--- src/rtl/usbfs_in_aggregator.sv ---
`default_nettype none
// +--------------------------------------------------------------------------+
// | Module  : usbfs_in_aggregator                                            |
// | Brief   : Byte FIFO feeding the EP 0x81 IN port; it holds bytes back     |
// |           until a fill threshold or an idle timeout, so the core sends   |
// |           fewer, larger IN packets. Optional flush input is enabled by   |
// |           defining USBFS_AGG_FLUSH_EN.                                    |
// | Revision: 1.0 - initial release                                          |
// +--------------------------------------------------------------------------+
module usbfs_in_aggregator #(
  parameter int DEPTH_LOG2     = 6,
  parameter int THRESH         = 32,
  parameter int TIMEOUT_CYCLES = 60000
) (
  input  logic                  rstn,
  input  logic                  clk,
`ifdef USBFS_AGG_FLUSH_EN
  input  logic                  flush,
`endif
  input  logic [7:0]            s_data,
  input  logic                  s_valid,
  output logic                  s_ready,
  output logic [7:0]            m_data,
  output logic                  m_valid,
  input  logic                  m_ready,
  output logic [DEPTH_LOG2:0]   level
);

  localparam int DEPTH = 1 << DEPTH_LOG2;
  localparam int TW    = $clog2(TIMEOUT_CYCLES + 1);

  localparam logic [DEPTH_LOG2:0] LVL_FULL = (DEPTH_LOG2 + 1)'(DEPTH);
  localparam logic [DEPTH_LOG2:0] LVL_THR  = (DEPTH_LOG2 + 1)'(THRESH);
  localparam logic [DEPTH_LOG2:0] LVL_ZERO = '0;
  localparam logic [TW-1:0]       TMO_MAX  = TW'(TIMEOUT_CYCLES);

  localparam logic [0:0] ST_HOLD  = 1'b0;
  localparam logic [0:0] ST_DRAIN = 1'b1;

  logic [7:0]            mem_q [DEPTH];
  logic [DEPTH_LOG2-1:0] wr_ptr_q;
  logic [DEPTH_LOG2-1:0] rd_ptr_q;
  logic [DEPTH_LOG2:0]   level_q;
  logic [DEPTH_LOG2:0]   level_d;
  logic [TW-1:0]         timer_q;
  logic [TW-1:0]         timer_d;
  logic [0:0]            state_q;
  logic [0:0]            state_d;

  logic push;
  logic pop;
  logic flush_req;

  // Handshakes depend only on registered state: no s_valid->m_valid or
  // m_ready->s_ready combinational path.
  assign s_ready = (level_q != LVL_FULL);
  assign m_valid = (state_q == ST_DRAIN) && (level_q != LVL_ZERO);
  assign m_data  = mem_q[rd_ptr_q];
  assign level   = level_q;

  assign push = s_valid && s_ready;
  assign pop  = m_valid && m_ready;

`ifdef USBFS_AGG_FLUSH_EN
  assign flush_req = flush && (level_q != LVL_ZERO);
`else
  assign flush_req = 1'b0;
`endif

  always_comb begin
    level_d = level_q;
    case ({push, pop})
      2'b10:   level_d = level_q + 1'b1;
      2'b01:   level_d = level_q - 1'b1;
      default: level_d = level_q;
    endcase
  end

  always_comb begin
    timer_d = timer_q;
    if (push || (level_q == LVL_ZERO)) begin
      timer_d = '0;
    end else if (timer_q != TMO_MAX) begin
      timer_d = timer_q + 1'b1;
    end
  end

  always_comb begin
    state_d = state_q;
    case (state_q)
      ST_HOLD: begin
        if ((level_q >= LVL_THR) ||
            ((level_q != LVL_ZERO) && (timer_q == TMO_MAX)) ||
            flush_req) begin
          state_d = ST_DRAIN;
        end
      end
      default: begin
        // A push coinciding with the last pop keeps level_d non-zero.
        if (level_d == LVL_ZERO) begin
          state_d = ST_HOLD;
        end
      end
    endcase
  end

  always_ff @(posedge clk or negedge rstn) begin
    if (!rstn) begin
      wr_ptr_q <= '0;
      rd_ptr_q <= '0;
      level_q  <= '0;
      timer_q  <= '0;
      state_q  <= ST_HOLD;
    end else begin
      if (push) begin
        wr_ptr_q <= wr_ptr_q + 1'b1;
      end
      if (pop) begin
        rd_ptr_q <= rd_ptr_q + 1'b1;
      end
      level_q <= level_d;
      timer_q <= timer_d;
      state_q <= state_d;
    end
  end

  // Storage is intentionally left out of reset.
  always_ff @(posedge clk) begin
    if (push) begin
      mem_q[wr_ptr_q] <= s_data;
    end
  end

endmodule
`default_nettype wire

--- config.mk ---
export PLATFORM = sky130hd
export DESIGN_NAME = usbfs_in_aggregator
export DESIGN_NICKNAME = d
export VERILOG_FILES = /design/src/rtl/usbfs_in_aggregator.sv
export SDC_FILE = /design/constraint.sdc
export NUM_CORES = 1
export LEC_CHECK = 0
export CORE_MARGIN = 4
export CORE_UTILIZATION = 35
export CTS_CLUSTER_SIZE = 20
export DETAILED_ROUTE_END_ITERATION = 6
export GPL_TIMING_DRIVEN = 0
export SLEW_MARGIN = 20
export SYNTH_ARGS = -nofsm -noshare
export SYNTH_HDL_FRONTEND = slang
export SYNTH_SLANG_ARGS = --single-unit
--- constraint.sdc ---
create_clock -name clk -period 4.3 [get_ports clk]
set_clock_uncertainty 0.05 [all_clocks]
set_input_delay 0.43 -clock clk [delete_from_list [all_inputs] [get_ports clk]]
set_output_delay 0.43 -clock clk [all_outputs]
set_load 0.01 [all_outputs]
==> results.md, run 1 <==
- Based on the critical path, the design can be clocked at up to 235 MHz.
- The number of instances in the synthesized netlist is about 1200.
- The data required time at the worst endpoint is ~3.8 ns.
- The number of pins exceeding their max-slew limit in the final report was 0.
- The total of flip-flops plus latches after synthesis is roughly 550.
- The number of DRC markers after the initial detailed-route iteration is 1376.
- The slack of the worst reg-to-reg path is 0.49 ns.
- At the end of the flow, the number of nets in the layout was 1272.
- The count of max-cap constraint violations is 0.
- The repair_antennas step left the layout with diodes totalling 0.
- After detailed routing, the average wire length per cell comes to between 20 and 30 microns.
- The number of buffers and inverters on the critical path is 4.
- The critical-path cell with the highest stage delay is sky130_fd_sc_hd__clkdlybuf4s50_1.
- The critical path in this run is classified as reg2out.
- Entering global routing, the biggest net connects 65 pins.
- The tightest min-delay check is of the in2async type.
- The total instance count after detailed placement is 2027.
- The power density of the placed cells is around 650 nW/um^2.
- The startpoint identified for the worst register-to-register timing path is level[0].
- The first-pass GRT wire length is 81500 microns.
- Among cell families on the critical path, the largest total delay comes from buffers and inverters.
- The actual slew at the worst max-slew pin is 1.02 ns.
- The clock passes through at most 3 buffers.
- The delay of the slowest critical-path stage is 0.49 ns.
- Net switching is 33.5% of the power.
- The number of cell rows is 91.
- The number of antenna violations at the first check in global routing is 1.
- The sequential fraction of design power is approximately 38%.
- In the post-synthesis netlist, the biggest area contributors are sky130_fd_sc_hd__edfxtp_1 (70%), sky130_fd_sc_hd__mux4_2 (11%), sky130_fd_sc_hd__dfrtp_1 (4.1%).
- The global routing usage summed across all routing layers is 16.8%.
- The worst-case headroom to the max-slew limit is approximately 32%.
- Setup violations remaining at the end of the flow were counted as 0.
- In the synthesized netlist the async set-or-reset flop fraction comes to 6.57%.
- The final instance area is 25300 sq um.
- The count of nets left with antenna violations after detail routing is 0.
- The wire-length estimate of the detail-placed layout is around 37000 microns.
- Summing the sequential cell areas from Yosys gives 74.3% of the chip area.
- The final RePlAce weighted congestion is 0.936.
- The type of element launching the critical path is a flop.
- The number of global-route vias before repair came to between 10000 and 15000.
- After synthesis, the netlist uses 64 different library cells.
- The die area is 66700 sq um.
- Measured along the y axis, the die boundary spans roughly 260 microns.
- The flow ran to the end, and the final reports show no timing, DRC or antenna violations.
- The post-CTS clock slew at the launch and capture registers of the worst setup and hold paths is 0.06 ns.
- The largest vdd supply drop is 377 uV.
- The number of nets handed over by synthesis was approximately 1200.
- The number of I/O pins is 29.
- The area growth from synthesis to layout is 15.6%.
- The count of flip-flops with a built-in enable after synthesis is 512.
- The total cell area at the placement stage is 23300 sq um.
- The power share of the clock group is 28.0%.
- Each instance of the synthesized netlist takes up on average between 15 and 20 sq um.
- The routed wire length is 56300 microns.
- The finished layout holds 2134 standard cells, fillers aside.
- The area of the core is 61800 sq um.
- CTS placed an instance of sky130_fd_sc_hd__clkbuf_16 at the clock tree root.
- The post-detailed-route DRC marker count is 0.
- Traced cell by cell, the critical path runs through buf_2 -> buf_2 -> buf_4 -> mux4_2 -> mux2i_1 -> o21ai_1 -> and3_1 -> clkdlybuf4s50_1.
- The design internal power is 11.0 mW.
- In this run the cell area of the synthesized design comes to 21900 sq um.
- Across all layers, the routed design uses around 12000 vias.
- The critical path arrival is around 3.8 ns.
- Power comes to 16.5 mW.
- The static leakage is ~8.1 nW.
- The average vias per placed instance is 5.40.
- The share of the synthesized area in the top cell type is 70.2%.
- The endpoint type of the worst setup path is a primary output.
- In this run the power spent charging and discharging nets is 5.54 mW.
- The count of clock tree sinks is 548.
- The biggest area consumer among synthesized cells is sky130_fd_sc_hd__edfxtp_1.
- The count of H-tree levels built during CTS is 2.
- The die is between 200 and 300 microns wide.
- The total count of hold-check failures in the final report was 0.
- TritonCTS built the clock tree.
- Dividing the final minimum period by the clock period gives 99.0%.
- The critical-path maximum fanout is 10.
- Combinational logic is responsible for between 30% and 40% of the overall power.
- The most used flip-flop cell after synthesis is sky130_fd_sc_hd__edfxtp_1.
- The worst setup path startpoint is rd_ptr_q[1].
- During synthesis, Yosys emitted a total of 0 warnings.
- For the finished layout, the period the worst path requires is around 4.3 ns.
- Across all hold checks on the routed design, the worst slack comes to about 0.23 ns.
- The first-pass iteration count of the detailed router is 5.
- The overflow left after global routing is 0.
- The final core utilization is 41.0%.
- The number of input and output port buffers inserted is 28.
- The cell repeated most along the worst path is sky130_fd_sc_hd__buf_2.
- Buffers inserted during clock tree synthesis total 56.
- The initial utilization of the core area, before any placement, comes to ~35%.
- The latest clock arrival within the worst-skew pair is 0.61 ns.
- The post-route netlist has between 20% and 30% of its cells at a drive strength greater than 1.
## metal layers
metal | routed length (microns) | global-route usage [%] | vias up
met3 | 5080 | 4.51 | 125
met2 | 25300 | 25.4 | 513
met4 | 2010 | 5.92 | 0
li1 | - | - | 4893
met5 | 0 | 0 | -
met1 | 23900 | 23.6 | 5999
## logic make-up after synthesis
group                    count (synthesis)  share of synthesized area (%)
AO/OA/AOI/OAI                          105                           3.46
XOR/XNOR                                25                          0.999
adder cells (fa/ha/maj)                 11                          0.662
buffers and inverters                   71                           1.61
flip-flops                             548                           74.3
multiplexers                           177                           14.0
AND/OR/NAND/NOR                        220                           4.97
## path summary, 6_finish.rpt
path,to,cells past startpoint
max,m_data[4],8
min in group clk,mem_q[12][1],1
max in group asynchronous,wr_ptr_q[5],3
min,level[2],2
min reg2reg,wr_ptr_q[2],1
max reg2reg,state_q,11
## placed cells by master, fill, tap and decap left out, types with 10 or more instances in the layout
cell / instances
sky130_fd_sc_hd__buf_2: 16
sky130_fd_sc_hd__mux4_2: 103
sky130_fd_sc_hd__nand3_1: 18
sky130_fd_sc_hd__clkdlybuf4s50_1: 19
sky130_fd_sc_hd__clkbuf_16: 58
sky130_fd_sc_hd__o22ai_1: 20
sky130_fd_sc_hd__ha_1: 10
sky130_fd_sc_hd__clkbuf_1: 32
sky130_fd_sc_hd__nand2_1: 30
sky130_fd_sc_hd__clkinv_2: 10
sky130_fd_sc_hd__inv_1: 13
sky130_fd_sc_hd__a211oi_1: 11
sky130_fd_sc_hd__a22oi_1: 13
sky130_fd_sc_hd__nor2_1: 98
sky130_fd_sc_hd__clkbuf_2: 10
sky130_fd_sc_hd__mux2i_1: 64
sky130_fd_sc_hd__clkinv_1: 15
sky130_fd_sc_hd__edfxtp_1: 512
sky130_fd_sc_hd__buf_4: 13
sky130_fd_sc_hd__dfrtp_1: 36
sky130_fd_sc_hd__xnor2_1: 18
## cell type report
type	count	area, sq um
multi-input cells	538	5450
fillers	5481	36500
repair buffers	34	378
inverters	13	48.8
flip-flops and latches	548	16300
plain buffers	58	384
clock buffers	77	1520
clock inverters	29	213
well taps	837	1050
## flip-flops by register name, summed over array words and instances (netlist names)
| signal | count |
|---|---|
| mem_q | 512 |
| timer_q | 16 |
| level | 7 |
| rd_ptr_q | 6 |
| wr_ptr_q | 6 |
| state_q | 1 |
## synth_stat cells, drive strengths merged (6+ instances only)
| library cell | n |
|---|---|
| a22o | 6 |
| nand2b | 8 |
| buf | 35 |
| a211oi | 11 |
| xor2 | 7 |
| mux4 | 103 |
| nand3b | 8 |
| nand2 | 30 |
| dfrtp | 36 |
| a22oi | 13 |
| nor2 | 98 |
| a2111oi | 8 |
| nor3b | 6 |
| nand3 | 18 |
| nor2b | 7 |
| and3 | 7 |
| ha | 10 |
| nor3 | 6 |
| o21ai | 11 |
| xnor2 | 18 |
| mux2i | 69 |
| a21oi | 10 |
| o22ai | 21 |
| clkbuf | 23 |
| edfxtp | 512 |
| inv | 13 |
## power groups by stage
stage                     Clock, mW  Combinational (mW)  Sequential, mW
after global placement            0                5.27            6.36
after CTS                      4.70                5.52            6.24
final                          4.63                5.64            6.25
after detailed placement          0                5.33            6.35
after global routing           4.93                5.90            6.27
after floorplan                   0                3.14            6.32
## through the flow
stage	TNS, ns	setup WS [ns]
2_1_floorplan	0	0.874
3_3_place_gp	-0.479	-0.273
3_5_place_dp	-0.546	-0.286
4_1_cts	-0.0181	-0.0132
5_1_grt	-0.0000586	-0.0000586
6_report	0	0.0435
## repair_timing
action                                  4_1_cts  5_1_grt
pin swaps                                     0        3
hold buffers                                  1        0
endpoints found under the hold margin        22        0
endpoints found under the setup margin        8        8
setup buffers                                 0        0
gates cloned                                  0        0
resized for setup                            53       15
Note: power is estimated with default switching activity, not from simulation.
==> run 2: changes to the inputs <==
--- a/config.mk
+++ b/config.mk
@@ -5,8 +5,9 @@
 export SDC_FILE = /design/constraint.sdc
 export NUM_CORES = 1
 export LEC_CHECK = 0
-export CORE_MARGIN = 4
+export CORE_MARGIN = 2
 export CORE_UTILIZATION = 35
+export CTS_BUF_LIST = sky130_fd_sc_hd__clkbuf_4 sky130_fd_sc_hd__clkbuf_8
 export CTS_CLUSTER_SIZE = 20
 export DETAILED_ROUTE_END_ITERATION = 6
 export GPL_TIMING_DRIVEN = 0
==> run 2 against run 1 <==
The flow now finishes with violations (setup timing). Count of clock-buffer cells in the layout is 50 higher. Total power down 1.0%. Hold slack worse by 0.15 ns. Critical path depth is the same. Sequential power barely moved. Core utilization is 0.081 points lower. Largest power group unchanged. Sequential share of layout area is 0.13 points higher. Cell count up 2.3%. Global-route usage grew 1.4 points. Sequential cell count is the same. Register-to-register slack barely moved. Critical path type unchanged. Combinational power is 0.7% higher.
==> results.md, run 2 (synthesis results as in run 1) <==
- The most common cell after layout, fill and taps aside is sky130_fd_sc_hd__edfxtp_1 (unchanged).
- The sequential fraction of design power was 38.3% (was 37.8%).
- The number of cell rows was 91 (unchanged).
- The power density of the placed cells is 646 nW/um^2 (was 652 nW/um^2).
- The actual slew at the worst max-slew pin came to 0.929 ns (was 1.02 ns).
- The effective utilization at floorplan is 35.4% (unchanged).
- The half-perimeter wire length after placement is 36800 microns (was 36600 microns).
- The switching power as a share of total power is 34.5% (was 33.5%).
- The largest vdd supply drop is 287 uV (was 377 uV).
- The design internal power came to 10.7 mW (was 11.0 mW).
- The count of max-cap constraint violations came to 0 (unchanged).
- The count of nets left with antenna violations after detail routing is 0 (unchanged).
- The worst-case clock buffer depth is 3 (unchanged).
- The total cell area at the placement stage is 23300 sq um (about the same).
- The latest clock arrival within the worst-skew pair is 0.66 ns (was 0.61 ns).
- Run status: finished, violations left (was complete, no violations).
- The static leakage came to 8.16 nW (was 8.10 nW).
- The slack of the worst reg-to-reg path was 0.50 ns (was 0.49 ns).
- The count of clock tree sinks is 548 (unchanged).
- The count of inserted antenna diode cells is 0 (unchanged).
- The first-pass iteration count of the detailed router is 6 (was 5).
- The number of global-route vias before repair came to 11958 (was 11608).
- The first-pass GRT wire length was 82700 microns (was 81500 microns).
- The horizontal die dimension is 254 microns (was 258 microns).
- The total number of vias came to 11809 (was 11530).
- The pre-CTS worst setup slack is -0.253 ns (was -0.286 ns).
- The portion of total power attributed to combinational logic is 34.8% (was 34.1%).
- The power share of the clock group is 26.9% (was 28.0%).
- The final instance area is 25300 sq um (about the same).
- The worst-case headroom to the max-slew limit is 37.8% (was 32.2%).
- The post-detailed-route DRC marker count is 0 (unchanged).
- The minimum clock period after layout came to 4.31 ns (was 4.26 ns).
- The summed negative setup slack over all endpoints was -0.00972 ns (was 0 ns).
- The worst setup margin came to -0.00972 ns (was 0.0435 ns).
- The final period utilization is 100% (was 99.0%).
- The average wire length per cell after detail routing is 26.4 microns (about the same).
- The endpoint type of the worst setup path is a primary output (unchanged).
- The data required time at the worst endpoint is 3.82 ns (about the same).
- The number of flip-flops in the largest register was 512 (unchanged).
- The final-stage net count is 1305 (was 1272).
- The count of buffers added by post-CTS timing repair for setup is 0 (unchanged).
- The global routing usage summed across all routing layers is 18.1% (was 16.8%).
- The power dissipated by switching net loads is 5.64 mW (was 5.54 mW).
- The overflow left after global routing is 0 (unchanged).
- The checks that failed: setup timing.
- The path category of the worst min-delay check is in2async (unchanged).
- The type of the setup path with the least slack is reg2out (unchanged).
- The number of buffers created by CTS was 89 (was 56).
- The fill cell instance count of the final layout is 5519 (was 5481).
- The number of input and output port buffers inserted is 28 (unchanged).
- The cell count of the worst reg-to-reg path is 11 (unchanged).
- The routed wire length is 57800 microns (was 56300 microns).
- The height of the chip is 254 microns (was 258 microns).
- The area growth from synthesis to layout is 15.3% (was 15.6%).
- The setup violation total in the final timing report came to 1 (was 0).
- The total design power is 16.3 mW (was 16.5 mW).
- The post-CTS clock slew at the launch and capture registers of the worst setup and hold paths is 0.06 ns (about the same).
- Commonest cells after routing, fill and taps aside: sky130_fd_sc_hd__edfxtp_1 (512), sky130_fd_sc_hd__mux4_2 (103), sky130_fd_sc_hd__nor2_1 (98) (unchanged).
- The die area came to 64600 sq um (was 66700 sq um).
- The number of antenna violations at the first check in global routing was 1 (unchanged).
- The largest net degree at the start of global routing is 65 (unchanged).
- The number of pins exceeding their max-slew limit in the final report is 0 (unchanged).
- The upper clock frequency limit is 232 MHz (was 235 MHz).
- The CTS tree is done (unchanged).
- The critical path arrival is 3.83 ns (was 3.78 ns).
- The critical-path maximum fanout is 10 (unchanged).
- The average vias per placed instance is 5.41 (was 5.40).
- The area of the core was 61800 sq um (unchanged).
- The cell at the root of the clock tree is sky130_fd_sc_hd__clkbuf_8 (was sky130_fd_sc_hd__clkbuf_16).
- The largest register by flop count is mem_q (unchanged).
- The fraction of final layout cells with drive strength greater than 1 came to 24.8% (was 20.0%).
- The number of DRC markers after the initial detailed-route iteration is 1403 (was 1376).
- The total count of hold-check failures in the final report was 0 (unchanged).
- The number of I/O pins is 29 (unchanged).
- The count of H-tree levels built during CTS was 3 (was 2).
- The type of element launching the critical path is a flop (unchanged).
- The final RePlAce weighted congestion came to 0.927 (was 0.936).
==> run 2: repair_timing <==
| item | in CTS | in global routing |
|---|---|---|
| endpoints found under the hold margin | 36 | 0 |
| gates resized for setup | 61 | 18 |
| setup endpoints to repair | 8 | 6 |
| hold buffers | 1 | 0 |
| pin swaps | 1 | 2 |
| cloned | 0 | 0 |
==> run 2: stage by stage <==
| step | utilization (%) | hold slack (ns) | std cells |
|---|---|---|---|
| floorplan | - | 0.0844 | 1157 |
| global placement | 37.6 | 0.443 | 2022 |
| detailed placement | 37.7 | 0.220 | 2027 |
| CTS | 40.8 | 0.0354 | 2184 |
| global route | 40.9 | 0.0609 | 2184 |
| finish | 40.9 | 0.0768 | 2184 |
==> run 2: worst paths after layout <==
kind / from / to
worst max register to register: level[0] / state_q
worst max-delay path: rd_ptr_q[0] / m_data[7]
worst min-delay path: rstn / level[4]
worst min register to register: wr_ptr_q[2] / wr_ptr_q[2]
min in group clk: s_data[1] / mem_q[28][1]
max in group asynchronous: rstn / timer_q[9]
==> run 2: power groups by stage <==
stage	clock [mW]	sequential, mW	combinational [mW]
floorplan	0	6.32	3.14
global placement	0	6.36	5.30
detailed placement	0	6.36	5.34
CTS	4.47	6.25	5.56
global route	4.69	6.28	5.88
finish	4.40	6.25	5.68
==> run 2: final cells by class <==
cell class,instances,area [sq um],share of cell area (%)
Buffer,58,407,1.61
Clock buffer,127,1540,6.08
Clock inverter,29,169,0.668
Inverter,13,48.8,0.193
Multi-Input combinational cell,538,5430,21.5
Sequential cell,548,16300,64.4
Tap cell,837,1050,4.14
Timing Repair Buffer,34,355,1.41
==> run 2: routing by layer <==
metal	GRT usage [%]	up-vias	wire (microns)
met5	0	-	13
li1	-	4949	-
met3	4.25	136	5010
met1	25.1	6131	24300
met4	6.72	2	1920
met2	28.0	591	26500
==> run 2: worst max-delay path, cell delays in order, from the launching register on <==
cell and delay (ns):
sky130_fd_sc_hd__dfrtp_1 0.38, sky130_fd_sc_hd__buf_4 0.19, sky130_fd_sc_hd__buf_6 0.18, sky130_fd_sc_hd__or3b_2 0.53
sky130_fd_sc_hd__buf_2 0.25, sky130_fd_sc_hd__o22ai_1 0.32, sky130_fd_sc_hd__a2111oi_4 0.11, sky130_fd_sc_hd__nor4_2 0.53
sky130_fd_sc_hd__clkdlybuf4s50_1 0.63
